### config.mk
export PLATFORM = sky130hd
export DESIGN_NAME = pcm_up_sequencer
export DESIGN_NICKNAME = d
export VERILOG_FILES = /design/src/rtl/pcm_up_sequencer_pkg.sv /design/src/rtl/pcm_up_sequencer_hold.sv /design/src/rtl/pcm_up_sequencer.sv
export SDC_FILE = /design/constraint.sdc
export NUM_CORES = 1
export LEC_CHECK = 0
export CAP_MARGIN = 20
export CORE_MARGIN = 5
export CORE_UTILIZATION = 43
export CTS_CLUSTER_SIZE = 24
export DETAILED_ROUTE_END_ITERATION = 16
export PLACE_DENSITY = 0.76
export SETUP_SLACK_MARGIN = 0.2
export SLEW_MARGIN = 20
export SYNTH_ARGS = -nofsm -noshare
export SYNTH_HDL_FRONTEND = slang
export SYNTH_HIERARCHICAL = 1
export SYNTH_SLANG_ARGS = --single-unit
### constraint.sdc
create_clock -name mclk -period 1.9 [get_ports mclk]
set_clock_uncertainty 0.05 [all_clocks]
set_input_delay 0.38 -clock mclk [delete_from_list [all_inputs] [get_ports mclk]]
set_output_delay 0.38 -clock mclk [all_outputs]
set_load 0.03 [all_outputs]
### src/rtl/pcm_up_sequencer_pkg.sv
// Shared rate codes, state encoding and timing defaults for the PCM up-converter sequencer.
package pcm_up_pkg;

    localparam int SAMPLE_W            = 32;
    localparam int DEF_PERIOD          = 128;
    localparam int DEF_MUTE_PERIODS    = 64;
    localparam int DEF_STARTED_TIMEOUT = 16;

    typedef enum logic [1:0] {
        PCM441 = 2'b00,
        PCM882 = 2'b01,
        PCM176 = 2'b10,
        PCM352 = 2'b11
    } rate_e;

    typedef enum logic {
        MUTE = 1'b0,
        RUN  = 1'b1
    } seq_state_e;

    // Output periods each input sample is held for.
    function automatic logic [3:0] ratio_of(input logic [1:0] ctrl);
        logic [3:0] r;
        case (rate_e'(ctrl))
            PCM441:  r = 4'd8;
            PCM882:  r = 4'd4;
            PCM176:  r = 4'd2;
            PCM352:  r = 4'd1;
            default: r = 4'd1;
        endcase
        return r;
    endfunction

endpackage

### src/rtl/pcm_up_sequencer_hold.sv
// One-deep stereo holding register between the PCM receiver and the converter input.
module pcm_up_seq_hold
    import pcm_up_pkg::*;
(
    input  logic                mclk,
    input  logic                reset_n,
    input  logic                flush,
    input  logic                load,
    input  logic                drain,
    input  logic [SAMPLE_W-1:0] load_xl,
    input  logic [SAMPLE_W-1:0] load_xr,
    output logic                full,
    output logic [SAMPLE_W-1:0] hold_xl,
    output logic [SAMPLE_W-1:0] hold_xr,
    output logic                overrun
);

    logic                full_q, full_d;
    logic [SAMPLE_W-1:0] xl_q, xl_d;
    logic [SAMPLE_W-1:0] xr_q, xr_d;

    // A drain always hands out the value present before this edge, so a
    // coincident load simply refills the register without counting as overrun.
    always_comb begin
        full_d  = full_q;
        xl_d    = xl_q;
        xr_d    = xr_q;
        overrun = 1'b0;
        if (flush) begin
            full_d = 1'b0;
        end else begin
            if (drain) begin
                full_d = 1'b0;
            end
            if (load) begin
                xl_d    = load_xl;
                xr_d    = load_xr;
                full_d  = 1'b1;
                overrun = full_q & ~drain;
            end
        end
    end

    always_ff @(posedge mclk or negedge reset_n) begin
        if (!reset_n) begin
            full_q <= 1'b0;
            xl_q   <= '0;
            xr_q   <= '0;
        end else begin
            full_q <= full_d;
            xl_q   <= xl_d;
            xr_q   <= xr_d;
        end
    end

    assign full    = full_q;
    assign hold_xl = xl_q;
    assign hold_xr = xr_q;

endmodule

### src/rtl/pcm_up_sequencer.sv
// Output-rate scheduler for the tap-ROM/polyphase up-converter.
// Optional start watchdog and err_nostart port: define PCM_UP_SEQ_WDOG_EN.
//
// state | meaning
// MUTE  | starts still issued, captured results forced to zero, counting mute periods
// RUN   | captured converter results passed to out_yl/out_yr
module pcm_up_sequencer
    import pcm_up_pkg::*;
#(
    parameter int PERIOD          = DEF_PERIOD,
    parameter int MUTE_PERIODS    = DEF_MUTE_PERIODS,
    parameter int STARTED_TIMEOUT = DEF_STARTED_TIMEOUT
) (
    input  logic                mclk,
    input  logic                reset_n,
    input  logic                in_valid,
    input  logic [1:0]          in_ctrl,
    input  logic [SAMPLE_W-1:0] in_xl,
    input  logic [SAMPLE_W-1:0] in_xr,
    output logic                conv_start,
    output logic [1:0]          conv_ctrl,
    output logic [SAMPLE_W-1:0] conv_xl,
    output logic [SAMPLE_W-1:0] conv_xr,
    input  logic                conv_started,
    input  logic [SAMPLE_W-1:0] conv_yl,
    input  logic [SAMPLE_W-1:0] conv_yr,
    output logic                out_valid,
    output logic [SAMPLE_W-1:0] out_yl,
    output logic [SAMPLE_W-1:0] out_yr,
    output logic                muted,
    input  logic                err_clr,
`ifdef PCM_UP_SEQ_WDOG_EN
    output logic                err_nostart,
`endif
    output logic                err_underrun,
    output logic                err_overrun
);

    localparam int PCNT_W = $clog2(PERIOD);
    localparam int MCNT_W = $clog2(MUTE_PERIODS + 1);
    localparam int PH_W   = 3;

    seq_state_e          state_q, state_d;
    logic [PCNT_W-1:0]   period_cnt_q, period_cnt_d;
    logic [PH_W-1:0]     phase_cnt_q, phase_cnt_d;
    logic [MCNT_W-1:0]   mute_cnt_q, mute_cnt_d;
    logic [1:0]          conv_ctrl_q, conv_ctrl_d;
    logic                conv_start_q, conv_start_d;
    logic [SAMPLE_W-1:0] conv_xl_q, conv_xl_d;
    logic [SAMPLE_W-1:0] conv_xr_q, conv_xr_d;
    logic                out_valid_q, out_valid_d;
    logic [SAMPLE_W-1:0] out_yl_q, out_yl_d;
    logic [SAMPLE_W-1:0] out_yr_q, out_yr_d;
    logic                err_underrun_q, err_underrun_d;
    logic                err_overrun_q, err_overrun_d;

    logic                period_last;
    logic                boundary;
    logic                rate_chg;
    logic                wdog_timeout;
    logic                resync;
    logic                underrun_set;
    logic [PH_W-1:0]     phase_last;

    logic                hold_full;
    logic                hold_overrun;
    logic [SAMPLE_W-1:0] hold_xl;
    logic [SAMPLE_W-1:0] hold_xr;

    assign period_last = (period_cnt_q == PCNT_W'(PERIOD - 1));
    assign boundary    = (period_cnt_q == '0) && (phase_cnt_q == '0);
    assign rate_chg    = (in_ctrl != conv_ctrl_q);
    assign resync      = rate_chg | wdog_timeout;
    assign phase_last  = PH_W'(ratio_of(conv_ctrl_q) - 4'd1);

    pcm_up_seq_hold u_hold (
        .mclk    (mclk),
        .reset_n (reset_n),
        .flush   (resync),
        .load    (in_valid & ~resync),
        .drain   (boundary & ~resync),
        .load_xl (in_xl),
        .load_xr (in_xr),
        .full    (hold_full),
        .hold_xl (hold_xl),
        .hold_xr (hold_xr),
        .overrun (hold_overrun)
    );

    always_comb begin
        state_d      = state_q;
        period_cnt_d = period_cnt_q;
        phase_cnt_d  = phase_cnt_q;
        mute_cnt_d   = mute_cnt_q;
        conv_ctrl_d  = conv_ctrl_q;
        conv_start_d = 1'b0;
        conv_xl_d    = conv_xl_q;
        conv_xr_d    = conv_xr_q;
        out_valid_d  = 1'b0;
        out_yl_d     = out_yl_q;
        out_yr_d     = out_yr_q;
        underrun_set = 1'b0;

        if (resync) begin
            // On a watchdog-only resync in_ctrl already equals conv_ctrl.
            state_d      = MUTE;
            conv_ctrl_d  = in_ctrl;
            period_cnt_d = '0;
            phase_cnt_d  = '0;
            mute_cnt_d   = MCNT_W'(MUTE_PERIODS);
            conv_xl_d    = '0;
            conv_xr_d    = '0;
            out_yl_d     = '0;
            out_yr_d     = '0;
        end else begin
            conv_start_d = (period_cnt_q == '0);
            out_valid_d  = period_last;

            if (boundary) begin
                if (hold_full) begin
                    conv_xl_d = hold_xl;
                    conv_xr_d = hold_xr;
                end else begin
                    conv_xl_d    = '0;
                    conv_xr_d    = '0;
                    underrun_set = (state_q == RUN);
                end
            end

            if (period_last) begin
                period_cnt_d = '0;
                phase_cnt_d  = (phase_cnt_q == phase_last) ? '0 : phase_cnt_q + PH_W'(1);
                if (state_q == RUN) begin
                    out_yl_d = conv_yl;
                    out_yr_d = conv_yr;
                end else begin
                    out_yl_d   = '0;
                    out_yr_d   = '0;
                    mute_cnt_d = mute_cnt_q - MCNT_W'(1);
                    if (mute_cnt_d == '0) begin
                        state_d = RUN;
                    end
                end
            end else begin
                period_cnt_d = period_cnt_q + PCNT_W'(1);
            end
        end

        err_underrun_d = (err_underrun_q & ~err_clr) | underrun_set;
        err_overrun_d  = (err_overrun_q & ~err_clr) | hold_overrun;
    end

    always_ff @(posedge mclk or negedge reset_n) begin
        if (!reset_n) begin
            state_q        <= MUTE;
            period_cnt_q   <= '0;
            phase_cnt_q    <= '0;
            mute_cnt_q     <= MCNT_W'(MUTE_PERIODS);
            conv_ctrl_q    <= 2'b00;
            conv_start_q   <= 1'b0;
            conv_xl_q      <= '0;
            conv_xr_q      <= '0;
            out_valid_q    <= 1'b0;
            out_yl_q       <= '0;
            out_yr_q       <= '0;
            err_underrun_q <= 1'b0;
            err_overrun_q  <= 1'b0;
        end else begin
            state_q        <= state_d;
            period_cnt_q   <= period_cnt_d;
            phase_cnt_q    <= phase_cnt_d;
            mute_cnt_q     <= mute_cnt_d;
            conv_ctrl_q    <= conv_ctrl_d;
            conv_start_q   <= conv_start_d;
            conv_xl_q      <= conv_xl_d;
            conv_xr_q      <= conv_xr_d;
            out_valid_q    <= out_valid_d;
            out_yl_q       <= out_yl_d;
            out_yr_q       <= out_yr_d;
            err_underrun_q <= err_underrun_d;
            err_overrun_q  <= err_overrun_d;
        end
    end

`ifdef PCM_UP_SEQ_WDOG_EN
    localparam int WCNT_W = $clog2(STARTED_TIMEOUT + 1);

    logic              wd_active_q, wd_active_d;
    logic [WCNT_W-1:0] wd_cnt_q, wd_cnt_d;
    logic              err_nostart_q, err_nostart_d;

    // Armed by each start; a rate change abandons the pending acknowledge.
    always_comb begin
        wd_active_d  = wd_active_q;
        wd_cnt_d     = wd_cnt_q;
        wdog_timeout = 1'b0;
        if (conv_start_q) begin
            wd_active_d = 1'b1;
            wd_cnt_d    = WCNT_W'(STARTED_TIMEOUT);
        end else if (wd_active_q) begin
            if (conv_started) begin
                wd_active_d = 1'b0;
            end else if (wd_cnt_q == WCNT_W'(1)) begin
                wdog_timeout = 1'b1;
                wd_active_d  = 1'b0;
            end else begin
                wd_cnt_d = wd_cnt_q - WCNT_W'(1);
            end
        end
        if (rate_chg) begin
            wd_active_d = 1'b0;
        end
        err_nostart_d = (err_nostart_q & ~err_clr) | wdog_timeout;
    end

    always_ff @(posedge mclk or negedge reset_n) begin
        if (!reset_n) begin
            wd_active_q   <= 1'b0;
            wd_cnt_q      <= '0;
            err_nostart_q <= 1'b0;
        end else begin
            wd_active_q   <= wd_active_d;
            wd_cnt_q      <= wd_cnt_d;
            err_nostart_q <= err_nostart_d;
        end
    end

    assign err_nostart = err_nostart_q;
`else
    localparam int unused_started_timeout = STARTED_TIMEOUT;
    logic unused_conv_started;

    assign wdog_timeout        = 1'b0;
    assign unused_conv_started = conv_started;
`endif

    assign conv_start   = conv_start_q;
    assign conv_ctrl    = conv_ctrl_q;
    assign conv_xl      = conv_xl_q;
    assign conv_xr      = conv_xr_q;
    assign out_valid    = out_valid_q;
    assign out_yl       = out_yl_q;
    assign out_yr       = out_yr_q;
    assign muted        = (state_q == MUTE);
    assign err_underrun = err_underrun_q;
    assign err_overrun  = err_overrun_q;

endmodule

# Yosys cells after proc, flatten, opt, wreduce, memory -nomap -nowiden

Cells that the tools add are included.

Output and inout port bits: 135
Logic and storage cells: 83
Bits in registers: 217

Reduce and logical (&&, ||, !) cells: 10
Mux-type cells: 35
Eq/ne operators: 7
Add/subtract/negate cells: 4
Bitwise gates (word level): 11

Operators by type and width:

| kind                                                                    | count |
|---|---|
| 32-bit 2-to-1 mux                                                       | 12 |
| 7-bit 2-to-1 mux                                                        | 5 |
| 7-bit logical NOT                                                       | 2 |
| 1-bit 2-to-1 mux                                                        | 14 |
| 3-bit case mux with 4 select lines                                      | 1 |
| 3-bit 2-to-1 mux                                                        | 3 |
| 7-bit by 1-bit adder with 7-bit output, second input constant           | 1 |
| 7-bit == test, second input constant                                    | 1 |
| 7-bit by 1-bit subtractor with 7-bit output, second input constant      | 1 |
| 1-bit AND                                                               | 5 |
| 2-bit == test, second input constant                                    | 2 |
| 1-bit NOT                                                               | 4 |
| 2-bit AND reduction                                                     | 2 |
| 2-bit nonzero test                                                      | 2 |
| 3-bit by 1-bit adder with 3-bit output, second input constant           | 1 |
| 3-bit == test                                                           | 1 |
| 3-bit logical NOT                                                       | 1 |
| 3-bit nonzero test                                                      | 1 |
| 3-bit by 1-bit subtractor with 3-bit output, second input constant      | 1 |
| 2-bit by 1-bit == test with 1-bit output, second input constant         | 1 |
| 2-bit logical NOT                                                       | 1 |
| 2-bit by 1-bit inequality test with 1-bit output, second input constant | 1 |
| 2-bit inequality test                                                   | 1 |
| 1-bit OR                                                                | 2 |
| 1-bit logical AND                                                       | 1 |

# Longest topological paths before layout

Gate-level depths: netlist of run 1.

Word-level depth: 8
Depth in mapped cells: 9
Gate-level depth less buffers: 8

# Cells and area by module

Netlist of run 1, hierarchy kept.

By module, submodules not included:

| module           | area an instance (µm²) | instances | seq. area each (µm²) | cells each |
|---|---|---|---|---|
| pcm_up_sequencer | 6,545.0                | 1         | 3,804.9              | 700 |
| pcm_up_seq_hold  | 2,741.4                | 1         | 1,626.6              | 141 |

# Worst setup path before layout of run 1

No wires, ideal clock.

Kind: reg2reg
From: reg conv_ctrl_q[0] (netlist: conv_ctrl[0])
To: reg u_hold.xl_q[0] (netlist: u_hold/hold_xl[0])
Arrival: 2,105 ps
Stages on the path, launching flop included: 10
Required time: 1,725 ps
Library setup time: 125 ps
Clock period less this slack: 2,280 ps
Setup slack: -380 ps
Cell sequence: dfrtp_1 -> xnor2_1 -> and2_1 -> inv_1 -> buf_2 -> buf_2 -> nor2b_2 -> buf_12 -> buf_12 -> mux2_4

Cells in the longest elaborated chain, start to end: 4

RTL lines:

| what                                   | RTL line                    | text |
|---|---|---|
| from (decl)                            | pcm_up_sequencer.sv:47      | `logic [1:0] conv_ctrl_q, conv_ctrl_d;` |
| from (signal assigned)                 | pcm_up_sequencer.sv:173     | `conv_ctrl_q <= conv_ctrl_d;` |
| 2-bit inequality test *                | pcm_up_sequencer.sv:72      | `assign rate_chg = (in_ctrl != conv_ctrl_q);` |
| net rate_chg                           | pcm_up_sequencer.sv:59      | `logic rate_chg;` |
| 1-bit NOT (no source line) *           | -                           |  |
| 1-bit AND                              | pcm_up_sequencer.sv:80      | `.load (in_valid & ~resync),` |
| 2-bit AND reduction (no source line) * | -                           |  |
| to (signal assigned)                   | pcm_up_sequencer_hold.sv:51 | `xl_q <= xl_d;` |
| to (decl)                              | pcm_up_sequencer_hold.sv:19 | `logic [SAMPLE_W-1:0] xl_q, xl_d;` |

The timed path passes the listed nets; every way through them passes the cells marked *.
A chain may end at the register's enable or synchronous reset.

# Final worst setup path of run 1

From: reg period_cnt_q[1]
To: reg out_yr_q[25] (netlist: out_yr[25])

Cells in the longest elaborated chain, start to end: 2

RTL lines:

| what                                | RTL line                | text |
|---|---|---|
| from (decl)                         | pcm_up_sequencer.sv:44  | `logic [PCNT_W-1:0] period_cnt_q, period_cnt_d;` |
| from (signal assigned)              | pcm_up_sequencer.sv:170 | `period_cnt_q <= period_cnt_d;` |
| 7-bit == test                       | pcm_up_sequencer.sv:70  | `assign period_last = (period_cnt_q == PCNT_W'(PERIOD - 1));` |
| 2-bit nonzero test (no source line) | -                       |  |
| to (signal assigned)                | pcm_up_sequencer.sv:179 | `out_yr_q <= out_yr_d;` |
| to (decl)                           | pcm_up_sequencer.sv:53  | `logic [SAMPLE_W-1:0] out_yr_q, out_yr_d;` |

Every way passes these cells.

==> results of run 1 <==
## final timing paths
kind	endpoint	slack (ns)	cells past startpoint
worst max-delay path	out_yr[25]$_DFFE_PN0P_	-0.05	9
worst min-delay path	u_hold/hold_xl[1]$_DFFE_PN0P_	0.33	2
worst max register to register	out_yr[25]$_DFFE_PN0P_	-0.05	9
worst min register to register	err_overrun$_DFF_PN0_	0.43	1
max in group asynchronous	conv_ctrl[1]$_DFFE_PN0N_	0.82	3
min in group mclk	conv_ctrl[1]$_DFFE_PN0N_	0.36	1
## kinds of logic after synthesis
kind of cell / after synthesis / share of synthesized area
adder cells (fa/ha/maj): 6 / 0.00808
flip-flops: 217 / 0.585
AND/OR/NAND/NOR: 317 / 0.158
multiplexers: 65 / 0.103
AO/OA/AOI/OAI: 144 / 0.0810
buffers and inverters: 80 / 0.0539
XOR/XNOR: 12 / 0.0113
## cell type report
type	count	area [sq um]	area share
clock inverter	10	125	0.00856
tap	275	344	0.0235
inverter	12	47.5	0.00325
multi-input combinational	544	4150	0.284
timing repair buffer	366	3820	0.262
sequential	217	5440	0.372
clock buffer	33	696	0.0476
## per-stage QoR
stage                     setup TNS [ns]  instance area (sq um)  instances  hold slack (ns)
final                             -0.426                  14600       1457            0.326
after global routing              -11.35                  14600       1457            0.353
after CTS                              0                  13900       1432            0.340
after global placement            -45.43                  12400       1362            0.298
after detailed placement          -46.91                  12400       1362            0.303
after floorplan                    -6.07                   9320        841           0.0344
## cells in the mapped netlist (all sizes together) (3+ instances only)
cell,number
and3,4
nor2b,3
nand3,134
ha,6
and2,3
nand2,134
or3,4
nor3,5
nor4,3
xnor2,6
mux2,64
o21ai,3
a21oi,130
buf,39
inv,12
dfrtp,216
nor2,16
nand4,6
clkbuf,29
xor2,6
## worst reg2reg max path, stage by stage (launching register included)
cell and delay, ns:
dfrtp_1 0.35, buf_4 0.12, buf_6 0.10, ha_4 0.14, nand4_1 0.16, nor2_4 0.33, buf_12 0.20, buf_8 0.14
nand3_1 0.10, a21oi_1 0.19
## timing repair
item | CTS | global route
buffers inserted | 17 | 11
gates resized for setup | 356 | 257
pin swaps | 24 | 83
endpoints found under the hold margin | 47 | 0
cloned | 9 | 14
endpoints found under the setup margin | 304 | 299
hold buffers | 1 | 0
## power groups by stage
| stage | clock network, mW | logic, mW | registers (mW) |
|---|---|---|---|
| CTS | 4.88 | 2.11 | 5.51 |
| finish | 4.80 | 2.27 | 5.53 |
| global placement | 0 | 1.70 | 5.57 |
| floorplan | 0 | 1.11 | 5.51 |
| detailed placement | 0 | 1.75 | 5.58 |
| global route | 5.09 | 2.40 | 5.60 |
## metal layers
layer | vias up | routed length (microns)
li1 | 3548 | -
met1 | 3983 | 12400
met2 | 311 | 15700
met3 | 61 | 2520
met4 | 0 | 928
met5 | - | 0
## registers in the layout, indices dropped and copies added (netlist names), 2 cells and up
register and flops:
conv_ctrl 2, conv_xr 32, u_hold/hold_xr 32, phase_cnt_q 3, out_yl 32, period_cnt_q 7
conv_xl 32, u_hold/hold_xl 32, mute_cnt_q 7, out_yr 32
==> reports/results.ini, run 1 <==
[synthesis]
async_flop_share = 1.00
synth_edf_count = 0
ys_warn_count = 6
synth_top_area_cell = dfrtp_1
synth_cell_types = 47
synth.net_count = 982
synth_area_leaders = dfrtp_1, mux2_4, nand3_1, a21oi_1, nand2_1
ys.flop_type = dfrtp_1
syn_area_sq_mm = 0.00929
avgSynthCellArea_sq_um = 11.0
ys_ff_latch = 217
yosysTopAreaCellShare = 0.582
synth_cells = 841
ys_seq_area_frac = 0.585

[route]
drt-total-wl_microns = 31500
firstDrtPassIters = 5
ant_nets = 0
via_count = 7903
via_per_inst = 5.42
drc_errors = 0
wire_per_inst_microns = 21.6
initialDrtViolationCount = 451

[floorplanning]
die_x_microns = 157
rows = 53
die_height_microns = 157
initial_utilization = 0.439
die_area_sq_mm = 0.0246
io_pins = 270
fp.coreArea_sq_mm = 0.0212

[sta]
period_share = 1.03
worst_slew_margin_rel = 0.621
rsz0062_at_grt = yes
worst_slack_ns = -0.0503
worst_slew_pin_slew_ns = 0.568
max_freq_mhz = 513
setup_viol = 36
finalMaxSlewViolations = 0
final-hold-violation-count = 0
layout_min_cycle_time_ns = 1.95

[final_layout]
drive_gt1_frac = 0.400
fill_cells = 1442
final_net_count = 1306
n_antenna_cell = 0
final_core_util = 0.691
areaGrowthSynthToFinish_pct = 57.4
mostFrequentLayoutCell = dfrtp_1
layout_common_cells = dfrtp_1, clkdlybuf4s50_1, nand2_1, nand3_1, clkbuf_2

[critical_path]
slowest_stage = dfrtp_1
crit_type = register to register
crit_required_ns = 2.27
start_kind = register
critPathCaptureType = register
worstSetupStartpoint = period_cnt_q[1]$_DFF_PN0_
arrival_ns = 2.32
timing.rr.start = period_cnt_q[1]$_DFF_PN0_
cp_num_buf_inv = 4
max_stage_delay_ns = 0.35
path_max_fanout = 7
critical_path.top_delay_family = simple AND/OR/NAND/NOR gates
crit_chain = buf_4 -> buf_6 -> ha_4 -> nand4_1 -> nor2_4 -> buf_12 -> buf_8 -> nand3_1 -> a21oi_1

[global_route]
grt-busiest-layer = met2
globalRouteTotalUtil = 0.224
use_met1 = 0.285
met2_usage = 0.375
grt_start_max_net_pins = 60
globalRoute.totalOverflow = 0
antenna_found_initial = 0
grt_pass1_wl_microns = 43900
grt_use_met3 = 0.0682
first_global_vias = 7967

[min_path]
min-delay-path-class = input pin to asynchronous set/reset pin

[power_and_ir_drop]
p_sw_mw = 3.09
p_comb_frac = 0.181
leakagePower_nw = 6.28
ir_drop_mv = 0.649
pwr-share-seq = 0.439
power_density_mw_per_mm2 = 862
power_mw = 12.6
p_sw_frac = 0.245
p_int_mw = 9.51
clkPwrFrac = 0.381

[clock_network]
cts.clk_slew.worst_paths_ns = 0.06
cts_sinks = 217
cts_root_buf = clkbuf_16
htree_levels = 1
cts_max_path_buffers = 3
cts_tree = built
clk_latency_ns = 0.50
cts_buffers = 24

[status]
violations = negative setup slack
outcome = complete, but fails checks

[place]
pre_cts_ws_ns = -0.387
io_buffer_count = 268
dp_hpwl_microns = 18100
place_congestion = 0.838

[flow_run]
cap_violations = 0

Note: power is estimated with default switching activity, not from simulation.
==> run 2: changes to the inputs <==
CORE_MARGIN = 10   (was 5)
PLACE_DENSITY = 0.81   (was 0.76)
==> run 2 against run 1 <==
  * The flow still finishes with violations (negative setup slack)
  * Sequential share of layout area decreased by 3.0 points
  * Global-route usage increased by 1.8 points
  * Core utilization increased by 6.1 points
  * Cell area increased by 8.8%
  * Via count increased by 5.3%
  * Clock power about the same
  * Critical endpoint is now conv_xl[31]$_DFFE_PN0P_
  * Largest cell class unchanged
  * Highest routed layer is now met5
==> reports/results.ini, run 2 (synthesized netlist as in run 1, its figures left out) <==
[route]
via_per_inst = 5.68
firstDrtPassIters = 7
via_count = 8324
drc_errors = 0
drt-total-wl_microns = 38600
wire_per_inst_microns = 26.4
ant_nets = 0
initialDrtViolationCount = 494

[floorplanning]
io_pins = 270
die_area_sq_mm = 0.0279
fp.coreArea_sq_mm = 0.0212
die_height_microns = 167
rows = 53
die_x_microns = 167
initial_utilization = 0.439

[sta]
worst_slew_margin_rel = 0.504
finalMaxSlewViolations = 0
rsz0062_at_grt = yes
final-hold-violation-count = 0
worst_slew_pin_slew_ns = 0.744
setup_viol = 51
period_share = 1.04
holdWs_ns = 0.338
worst_slack_ns = -0.0669
max_freq_mhz = 508
layout_min_cycle_time_ns = 1.97

[global_route]
globalRouteTotalUtil = 0.242
grt_pass1_wl_microns = 53900
globalRoute.totalOverflow = 0
grt_start_max_net_pins = 65
antenna_found_initial = 1
first_global_vias = 8936

[power_and_ir_drop]
leakagePower_nw = 6.53
p_int_mw = 9.56
p_sw_mw = 3.52
ir_drop_mv = 0.588
pwr-share-seq = 0.429
clkPwrFrac = 0.366
p_sw_frac = 0.269
p_comb_frac = 0.205
power_density_mw_per_mm2 = 822

[critical_path]
r2r_cells = 9
rrSetupSlack_ns = -0.07
critPathCaptureType = register
timing.rr.start = period_cnt_q[0]$_DFF_PN0_
crit_required_ns = 2.29
path_max_fanout = 7
arrival_ns = 2.36
start_kind = register
rr_endpoint = conv_xl[31]$_DFFE_PN0P_
crit_type = register to register

[place]
io_buffer_count = 268
dp_hpwl_microns = 18900
placed_cell_area_sq_mm = 0.0124
place_congestion = 0.822

[final_layout]
areaGrowthSynthToFinish_pct = 71.3
mostFrequentLayoutCell = dfrtp_1
layout_common_cells = dfrtp_1, clkdlybuf4s50_1, a21oi_2, nand2_1, nand3_2
final_core_util = 0.752
fin_area_sq_mm = 0.0159
final_net_count = 1314
n_antenna_cell = 0
drive_gt1_frac = 0.529

[status]
outcome = complete, but fails checks
violations = negative setup slack

[clock_network]
cts.clk_slew.worst_paths_ns = 0.06
htree_levels = 1
cts_sinks = 217
cts_buffers = 24
cts_max_path_buffers = 3
cts_tree = built
cts_root_buf = clkbuf_16
clk_latency_ns = 0.52

[flow_run]
cap_violations = 0

[min_path]
min-delay-path-class = input pin to asynchronous set/reset pin

-- run 2: changes by cell type in the layout (fill, tap and decap cells not counted), moves of 6 or more --
| cell | before | now |
|---|---|---|
| a21oi_1 | 67 | 10 |
| buf_2 | 2 | 9 |
| clkbuf_2 | 72 | 66 |
| clkdlybuf4s15_1 | 20 | 10 |
| a21oi_2 | 63 | 120 |
| nand3_2 | 29 | 69 |
| nand2_4 | 18 | 25 |
| nand3_4 | 8 | 38 |
| nand2_1 | 101 | 95 |
| buf_16 | 10 | 27 |
| clkdlybuf4s15_2 | 36 | 48 |
| nand3_1 | 97 | 27 |
| buf_4 | 36 | 21 |
-- run 2: power groups by stage --
stage | registers, mW | logic, mW | clock network, mW
floorplan | 5.51 | 1.11 | 0
finish | 5.61 | 2.68 | 4.78
CTS | 5.58 | 2.43 | 4.79
detailed placement | 5.58 | 1.75 | 0
global route | 5.68 | 2.79 | 5.02
global placement | 5.58 | 1.70 | 0
-- run 2: how the worst max path moves through the flow --
| stage | from | endpoint | depth (start not counted) |
|---|---|---|---|
| after floorplan | conv_ctrl[0]$_DFFE_PN0N_ | u_hold/hold_xl[0]$_DFFE_PN0P_ | 9 |
| after global placement | in_ctrl[0] | u_hold/hold_xr[30]$_DFFE_PN0P_ | 7 |
| after detailed placement | in_ctrl[0] | u_hold/hold_xr[19]$_DFFE_PN0P_ | 7 |
| after CTS | period_cnt_q[0]$_DFF_PN0_ | conv_xr[18]$_DFFE_PN0P_ | 9 |
| after global routing | period_cnt_q[0]$_DFF_PN0_ | conv_xl[31]$_DFFE_PN0P_ | 9 |
| final | period_cnt_q[0]$_DFF_PN0_ | conv_xl[31]$_DFFE_PN0P_ | 9 |
-- run 2: final cells by class --
type / instances / area, sq um
sequential: 217 / 5440
tap: 275 / 344
clock inverter: 8 / 97.6
fill: 1236 / 5240
inverter: 12 / 47.5
timing repair buffer: 374 / 4240
multi-input combinational: 544 / 5040
clock buffer: 35 / 703
-- run 2: what timing repair did --
action / CTS / global route
hold buffers: 1 / 0
setup endpoints to repair: 333 / 285
endpoints found under the hold margin: 50 / 0
pin swaps: 133 / 80
gates resized for setup: 590 / 262
cloned: 24 / 7
buffers inserted: 26 / 10
-- run 2: worst max-delay path, stage by stage (launching register included) --
cell and delay [ns]:
dfrtp_1 0.43, inv_1 0.08, ha_2 0.17, nor4b_4 0.23, and3_4 0.30, buf_6 0.15
buf_12 0.11, buf_16 0.13, nand3_2 0.09, a21oi_2 0.15
-- run 2: layer usage --
layer	global-route usage	wire length, microns	vias up
met5	0	10	-
met4	0.0935	1510	2
met3	0.0805	3250	102
met2	0.397	19200	381
met1	0.288	14700	4262
li1	-	-	3577
-- run 2: metrics by stage --
step           setup TNS, ns  setup slack [ns]  instances  power, mW
3_3_place_gp          -52.98            -0.394       1354       7.27
3_5_place_dp          -55.78            -0.413       1354       7.34
5_1_grt                -6.30            -0.133       1465       13.5
2_1_floorplan          -6.07            -0.101        841       6.62
4_1_cts              -0.0674           -0.0119       1448       12.8
6_report               -1.41           -0.0669       1465       13.1
